--- config.mk ---
export PLATFORM = sky130hd
export DESIGN_NAME = exam_loop_ctrl
export DESIGN_NICKNAME = d
export VERILOG_FILES = /design/src/rtl/exam_loop_ctrl.sv
export SDC_FILE = /design/constraint.sdc
export NUM_CORES = 1
export LEC_CHECK = 0
export CORE_MARGIN = 2
export CORE_UTILIZATION = 40
export DETAILED_ROUTE_END_ITERATION = 12
export SKIP_CTS_REPAIR_TIMING = 1
export SYNTH_ARGS = -nofsm -noshare
export SYNTH_HDL_FRONTEND = slang
export SYNTH_SLANG_ARGS = --single-unit
--- constraint.sdc ---
create_clock -name CLOCK_50 -period 7.6 [get_ports CLOCK_50]
set_clock_uncertainty 0.15 [all_clocks]
set_input_delay 1.52 -clock CLOCK_50 [delete_from_list [all_inputs] [get_ports CLOCK_50]]
set_output_delay 1.52 -clock CLOCK_50 [all_outputs]
set_load 0.005 [all_outputs]
--- src/rtl/exam_loop_ctrl.sv ---
// rtl/exam_loop_ctrl.sv - nested-loop accumulator controller (optional LOOP_CTRL_PARITY_EN)
module exam_loop_ctrl #(
    parameter int WIDTH = 16,
    parameter int CNT_W = 8
) (
    input  logic             CLOCK_50,
    input  logic             rst,
    input  logic             start,
    input  logic [WIDTH-1:0] a,
    input  logic [WIDTH-1:0] b,
    input  logic [WIDTH-1:0] c,
    input  logic [WIDTH-1:0] d,
    output logic [WIDTH-1:0] g,
    output logic [WIDTH-1:0] h,
    output logic             done,
    output logic             busy,
    output logic             err
);

    typedef enum logic [3:0] {
        IDLE   = 4'd0,
        INIT_O = 4'd1,
        COND_O = 4'd2,
        INIT_I = 4'd3,
        COND_I = 4'd4,
        BODY   = 4'd5,
        ITER_I = 4'd6,
        ITER_O = 4'd7,
        DONE   = 4'd8
    } state_t;

    state_t             state_q, state_d;
    logic [CNT_W-1:0]   n_q, n_d;
    logic [CNT_W-1:0]   m_q, m_d;
    logic [WIDTH-1:0]   c_q, c_d;
    logic [WIDTH-1:0]   d_q, d_d;
    logic [CNT_W-1:0]   i_q, i_d;
    logic [CNT_W-1:0]   j_q, j_d;
    logic [WIDTH-1:0]   g_q, g_d;
    logic [WIDTH-1:0]   h_q, h_d;
    logic               done_q, done_d;
    logic               busy_q, busy_d;
    logic               reject;

    // Upper operand bits only matter for the optional parity check.
    logic unused_bits;
    assign unused_bits = ^{a, b};

`ifdef LOOP_CTRL_PARITY_EN
    logic a_odd_q, a_odd_d;
    logic err_q, err_d;
    assign reject = err_q;
    assign err    = err_q;
`else
    assign reject = 1'b0;
    assign err    = 1'b0;
`endif

    // Next-state and datapath updates; one state visit per clock.
    always_comb begin
        state_d = state_q;
        n_d     = n_q;
        m_d     = m_q;
        c_d     = c_q;
        d_d     = d_q;
        i_d     = i_q;
        j_d     = j_q;
        g_d     = g_q;
        h_d     = h_q;
`ifdef LOOP_CTRL_PARITY_EN
        a_odd_d = a_odd_q;
        err_d   = err_q;
`endif
        case (state_q)
            IDLE: begin
                if (start) begin
                    n_d     = a[CNT_W-1:0];
                    m_d     = b[CNT_W-1:0];
                    c_d     = c;
                    d_d     = d;
`ifdef LOOP_CTRL_PARITY_EN
                    a_odd_d = ^a;
`endif
                    state_d = INIT_O;
                end
            end
            INIT_O: begin
                i_d     = '0;
                g_d     = '0;
                h_d     = '0;
`ifdef LOOP_CTRL_PARITY_EN
                err_d   = 1'b0;
                if (!a_odd_q) begin
                    g_d   = '1;
                    h_d   = '1;
                    err_d = 1'b1;
                end
`endif
                state_d = COND_O;
            end
            // A parity reject exits here so its done timing equals the N=0 case.
            COND_O: begin
                if (!reject && (i_q < n_q)) state_d = INIT_I;
                else                        state_d = DONE;
            end
            INIT_I: begin
                j_d     = '0;
                state_d = COND_I;
            end
            COND_I: begin
                if (j_q < m_q) state_d = BODY;
                else           state_d = ITER_O;
            end
            BODY: begin
                g_d     = g_q + c_q;
                h_d     = h_q + d_q + WIDTH'(i_q);
                state_d = ITER_I;
            end
            ITER_I: begin
                j_d     = j_q + CNT_W'(1);
                state_d = COND_I;
            end
            ITER_O: begin
                i_d     = i_q + CNT_W'(1);
                state_d = COND_O;
            end
            DONE: begin
                if (!start) state_d = IDLE;
            end
            default: state_d = IDLE;
        endcase
        done_d = (state_d == DONE);
        busy_d = (state_d != IDLE) && (state_d != DONE);
    end

    // State and datapath registers with asynchronous active-low clear.
    always_ff @(posedge CLOCK_50 or negedge rst) begin
        if (!rst) begin
            state_q <= IDLE;
            n_q     <= '0;
            m_q     <= '0;
            c_q     <= '0;
            d_q     <= '0;
            i_q     <= '0;
            j_q     <= '0;
            g_q     <= '0;
            h_q     <= '0;
            done_q  <= 1'b0;
            busy_q  <= 1'b0;
        end else begin
            state_q <= state_d;
            n_q     <= n_d;
            m_q     <= m_d;
            c_q     <= c_d;
            d_q     <= d_d;
            i_q     <= i_d;
            j_q     <= j_d;
            g_q     <= g_d;
            h_q     <= h_d;
            done_q  <= done_d;
            busy_q  <= busy_d;
        end
    end

`ifdef LOOP_CTRL_PARITY_EN
    // Parity bookkeeping registers, cleared with the rest of the state.
    always_ff @(posedge CLOCK_50 or negedge rst) begin
        if (!rst) begin
            a_odd_q <= 1'b0;
            err_q   <= 1'b0;
        end else begin
            a_odd_q <= a_odd_d;
            err_q   <= err_d;
        end
    end
`endif

    assign g    = g_q;
    assign h    = h_q;
    assign done = done_q;
    assign busy = busy_q;

endmodule

---- After elaboration in Yosys (flattened, before gate mapping) ----
Cells that the tools add are included.
cells by class
  add/subtract/negate cells ............... 5
  multiply operators ...................... 0
  divide/modulo/power cells ............... 0
  order comparisons ....................... 2
  eq/ne operators ......................... 10
  shifts and indexed selects .............. 0
  muxes and demuxes ....................... 9
  bitwise logic cells ..................... 0
  reduce and logical (&&, ||, !) cells .... 9
operator list
  kind                 count
  $pmux 16 s2          2
  $add 16x16->16       2
  $pmux 8 s2           2
  $pmux 4 s7           1
  $add 16x8->16        1
  $add 8x1->8 const B  2
  $eq 4x3->1 const B   4
  $lt 8x8->1           2
  $mux 4               3
  $eq 4x2->1 const B   2
  $eq 4x4->1 const B   2
  $reduce_bool 2->1    3
  $eq 4x1->1 const B   1
  $logic_not 4->1      1
  $ne 4x4->1 const B   1
  $reduce_bool 4->1    1
  $reduce_or 2->1      2
  $mux 2               1
  $reduce_and 2->1     1
  $logic_and 1x1->1    1
word-level totals
  register bits ........................... 102
  latch bits .............................. 0
  memory bits (writable) .................. 0
  bits in read-only memories .............. 0
  output and inout bits ................... 35
  logic and storage cells ................. 46
  memories ................................ 0

---- Depth between registers and ports, before layout ----
  word-level depth ........................ 5
  depth in mapped cells ................... 9
  depth with buffers taken out ............ 9

---- Worst setup path after synthesis ----
No wires, ideal clock.
  path type ............................... register to register
  from .................................... register h_q[1] (netlist: h[1])
  to ...................................... register h_q[15] (netlist: h[15])
  setup time .............................. 121 ps
  arrival time ............................ 2,643 ps
  required time ........................... 7,329 ps
  path slack .............................. 4,686 ps
  stages on the path, launching flop included .. 10
  period minus slack after synthesis ...... 2,914 ps
  cells stage by stage .................... dfrtp_1 -> fa_1 -> ha_1 -> fa_1 -> a211oi_1 -> o21ai_0 -> a31oi_1 -> o21ai_0 -> a31o_2 -> a22o_1
between the ends
  word-level cells in the longest chain between the ends .. 3
RTL lines
  item                    RTL line  source
  start, declared         40        logic [WIDTH-1:0] h_q, h_d;
  start signal, assigned  147       h_q <= '0;
  start signal, assigned  159       h_q <= h_d;
  $add 16x16->16          116       h_d = h_q + d_q + WIDTH'(i_q);
  $add 16x8->16           116
  $pmux 16 s2             74        case (state_q)
Every way passes these cells.
A chain may end at the register's enable or synchronous reset.

---- Worst setup path after layout ----
  from .................................... register i_q[1]
  to ...................................... register h_q[15] (netlist: h[15])
between the ends
  word-level cells in the longest chain between the ends .. 2
RTL lines
  item                    RTL line  source
  start, declared         37        logic [CNT_W-1:0] i_q, i_d;
  start signal, assigned  156       i_q <= i_d;
  $add 16x8->16           116
  $pmux 16 s2             74
Every way passes these cells.

==> out/qor.json <==
{
  "setup_path": {
    "rrSetupSlack_ps": 4230,
    "critical_path.slowest_cell": "dfrtp_1",
    "critPathKind": "reg -> reg",
    "r2r.worst_path.cells": 9,
    "worstReg2RegStart": "i_q[1]$_DFFE_PN0P_",
    "reg2reg_to": "h[15]$_DFFE_PN0P_",
    "cp.arrival_ps": 3460,
    "worst-endpoint-required_ps": 7690,
    "critical_path.endpoint_type": "flip-flop",
    "crit_path_cell_trace": "fa_1, ha_1, fa_1, a211oi_1, o21ai_0, a31oi_1, o21ai_0, a31o_2, a22o_1",
    "timing.critical_path.from_type": "flip-flop",
    "slowest_delay_ps": 500,
    "crit_buf_inv": 0,
    "crit_path_max_fanout": 7,
    "timing.critical_path.max_delay_family": "compound AO/OA/AOI/OAI gates"
  },
  "global_route": {
    "total_gr_overflow": 0,
    "number_of_antenna_violations_at_the_first_check_in_global_routing": 0,
    "global_route.usage.total_pct": 17.9,
    "grt_pass1_wl_um": 22800,
    "grt_start_max_net_pins": 75,
    "grt_pass1_vias": 4690
  },
  "sta": {
    "fmax_ghz": 0.297,
    "setup_violating_endpoint_count_in_the_final_report": 0,
    "grt_setup_unrepaired": "false",
    "tightestPinTransition_ps": 951,
    "period_share_pct": 44.3,
    "slew_viol_final": 0,
    "hold_viol": 0,
    "period_needed_ps": 3370,
    "totalNegativeSetupSlack_ps": 0,
    "hold_slack_ps": 353,
    "maxSlewHeadroom_pct": 36.6
  },
  "clock_tree": {
    "cts_num_sinks": 102,
    "cts_buffer_depth": 2,
    "cts.clk_slew.worst_paths_ps": 70,
    "tritoncts": "done",
    "h_tree_level_count": 3,
    "numCtsBuffers": 9,
    "root_buffer": "clkbuf_16",
    "clkLatencyLatePin_ps": 350
  },
  "routing": {
    "drt_iter0_markers": 224,
    "detail_route.drc_violations": 0,
    "route.detailed.wl_per_inst_um": 16.1,
    "vias_per_std_cell": 5.47,
    "dr_total_vias": 4560,
    "postRouteWirelength_um": 13400,
    "detail-route-antenna-nets": 0,
    "dr.pass1.iters": 4
  },
  "power_and_ir_drop": {
    "intPower_w": 0.00171,
    "sequential_cell_fraction_of_total_power_pct": 32.7,
    "power.net_switching_w": 0.00113,
    "combPwrFrac_pct": 51.8,
    "areal_power_density_over_the_cells_nw_per_um2": 396,
    "irDropWorstVdd_mv": 0.152,
    "fin_total_pwr_w": 0.00285,
    "power.leakage_nw": 3.22,
    "sw_frac_of_total_pct": 39.8,
    "fraction_of_power_consumed_by_the_clock_network_pct": 15.5
  },
  "job": {
    "cap_viol_max_count": 0
  },
  "die": {
    "die_width_um": 125,
    "core.rowCount": 44,
    "die_area_um2": 15700,
    "die-height_um": 125,
    "core-area_um2": 14500,
    "design.portCount": 102,
    "initial_core_util_pct": 40.7
  },
  "min_path": {
    "min-delay-start": "j_q[7]$_DFFE_PN0P_",
    "min_to": "j_q[7]$_DFFE_PN0P_",
    "hold-path-cell-count": 1,
    "min_path_type": "reg -> reg"
  },
  "synth": {
    "syn_avg_cell_area_um2": 10.4,
    "synthFlopType": "dfrtp_1",
    "synth_edf_count": 0,
    "yosysWarnings": 0,
    "syn_nets": 697,
    "seq_area_frac_synth_pct": 43.3,
    "synth-async-reset-ratio_pct": 100,
    "post_synth_instance_area_um2": 5890,
    "synth.ff_latch_count": 102,
    "gate_count_post_synth": 568,
    "synth_cell_type_count": 56
  },
  "layout": {
    "area_growth_pct": 21.8,
    "nFillCells": 1322,
    "post_route_cells_drive_above_1_share_pct": 9.54,
    "antennaDiodeCount": 0,
    "finish.instance_area_um2": 7180,
    "fin_nets": 774
  },
  "placed_design": {
    "detailedPlacementHpwl_um": 9580,
    "placedInstanceArea_um2": 6900,
    "gp_congestion": 0.836,
    "port_buffers": 84
  },
  "run_status": {
    "outcome": "complete, no violations"
  }
}
==> cell usage after synthesis (8+ instances only) <==
| library cell | n | area [um2] |
|---|---|---|
| a21o_1 | 8 | 60.1 |
| a21oi_1 | 22 | 110 |
| a22o_1 | 11 | 96.3 |
| a31oi_1 | 9 | 56.3 |
| clkbuf_1 | 17 | 63.8 |
| dfrtp_1 | 102 | 2550 |
| fa_1 | 10 | 200 |
| ha_1 | 52 | 651 |
| inv_1 | 18 | 67.6 |
| mux2_2 | 34 | 383 |
| nand2_1 | 55 | 206 |
| nand4_1 | 11 | 68.8 |
| nor2_1 | 21 | 78.8 |
| nor3_1 | 8 | 40.0 |
| o211ai_1 | 8 | 60.1 |
| o21a_1 | 8 | 60.1 |
| o21ai_0 | 70 | 350 |
| xnor2_1 | 13 | 114 |
| xor2_1 | 10 | 87.6 |
==> through the flow <==
stage	cells	util [%]	worst slack, ps
after global routing	834	49.6	4050
after global placement	818	47.6	3860
after floorplan	568	-	4690
after detailed placement	818	47.6	3840
after CTS	834	49.6	4210
final	834	49.6	4230
==> state kept, by name, summed over array words and instances, names as in the netlist <==
signal   cells
c_q         16
d_q         16
g           16
h           16
i_q          8
j_q          8
m_q          8
n_q          8
state_q      4
busy         1
done         1
==> worst reg2reg max path, cell delays in order, from the launching register on <==
cell      delay, ps
dfrtp_1         500
fa_1            480
ha_1            250
fa_1            430
a211oi_1        360
o21ai_0         210
a31oi_1         290
o21ai_0         160
a31o_2          260
a22o_1          170
==> placed cells by master, fill, tap and decap left out, types with 3 or more instances in the layout <==
cell | synthesis | layout
a211o_1 | 5 | 5
a211oi_1 | 7 | 7
a21o_1 | 8 | 8
a21oi_1 | 22 | 22
a22o_1 | 11 | 11
a31o_2 | 3 | 3
a31oi_1 | 9 | 9
and2_1 | 4 | 4
and3_1 | 4 | 4
buf_4 | 1 | 4
clkbuf_16 | 0 | 9
clkdlybuf4s50_1 | 0 | 83
dfrtp_1 | 102 | 102
fa_1 | 10 | 10
ha_1 | 52 | 52
inv_1 | 18 | 18
mux2_2 | 34 | 34
nand2_1 | 55 | 55
nand2b_1 | 6 | 6
nand3_1 | 7 | 7
nand4_1 | 11 | 11
nor2_1 | 21 | 21
nor3_1 | 8 | 8
o211ai_1 | 8 | 8
o21a_1 | 8 | 8
o21ai_0 | 70 | 70
o21bai_1 | 3 | 3
o31ai_1 | 4 | 4
or2_2 | 3 | 3
or3_1 | 3 | 3
xnor2_1 | 13 | 13
xor2_1 | 10 | 10
==> metal layers <==
metal  vias to the layer above  track usage (%)  routed length (um)
met1                      2231             23.4                6190
met5                         -                0                   0
li1                       2220                -                   -
met3                        10             5.09                 737
met2                        99             29.8                6330
met4                         0             3.92                 127
==> worst max-delay path by stage <==
stage	start	end	slack, ps	cells past startpoint
5_1_grt	i_q[1]$_DFFE_PN0P_	h[15]$_DFFE_PN0P_	4050	9
3_5_place_dp	start	c_q[10]$_DFFE_PN0P_	3840	4
6_report	i_q[1]$_DFFE_PN0P_	h[15]$_DFFE_PN0P_	4230	9
2_1_floorplan	h[1]$_DFFE_PN0P_	h[15]$_DFFE_PN0P_	4690	9
4_1_cts	start	m_q[0]$_DFFE_PN0P_	4210	4
3_3_place_gp	start	n_q[0]$_DFFE_PN0P_	3860	4
==> power groups by stage <==
stage	sequential, W	combinational (W)	clock [W]
floorplan	0.000885	0.00109	0
global placement	0.000939	0.00143	0
detailed placement	0.000944	0.00147	0
CTS	0.000936	0.00149	0.000460
global route	0.000964	0.00168	0.000484
finish	0.000930	0.00147	0.000441
==> kinds of logic (layout without fill, tap and decap cells) <==
kind of cell	after synthesis	count (layout)	synth area share, %
muxes	34	34	6.50
adders and majority gates	62	62	14.4
DFF	102	102	43.3
buffers and inverters	39	121	2.61
AOI/OAI and AO/OA	171	171	18.4
other	1	1	0.0636
and+or+nand+nor	136	136	11.3
xor gates and xnor gates	23	23	3.42
==> area by class of cell <==
type / count / area [um2] / share of cell area [%]
flip-flops and latches: 102 / 2550 / 35.6
multi-input cells: 427 / 3190 / 44.4
repair buffers: 87 / 861 / 12.0
inverters: 18 / 67.6 / 0.941
well taps: 184 / 230 / 3.21
clock buffers: 13 / 260 / 3.63
clock inverters: 3 / 18.8 / 0.261
No activity file was read; power rests on OpenSTA's default activity.
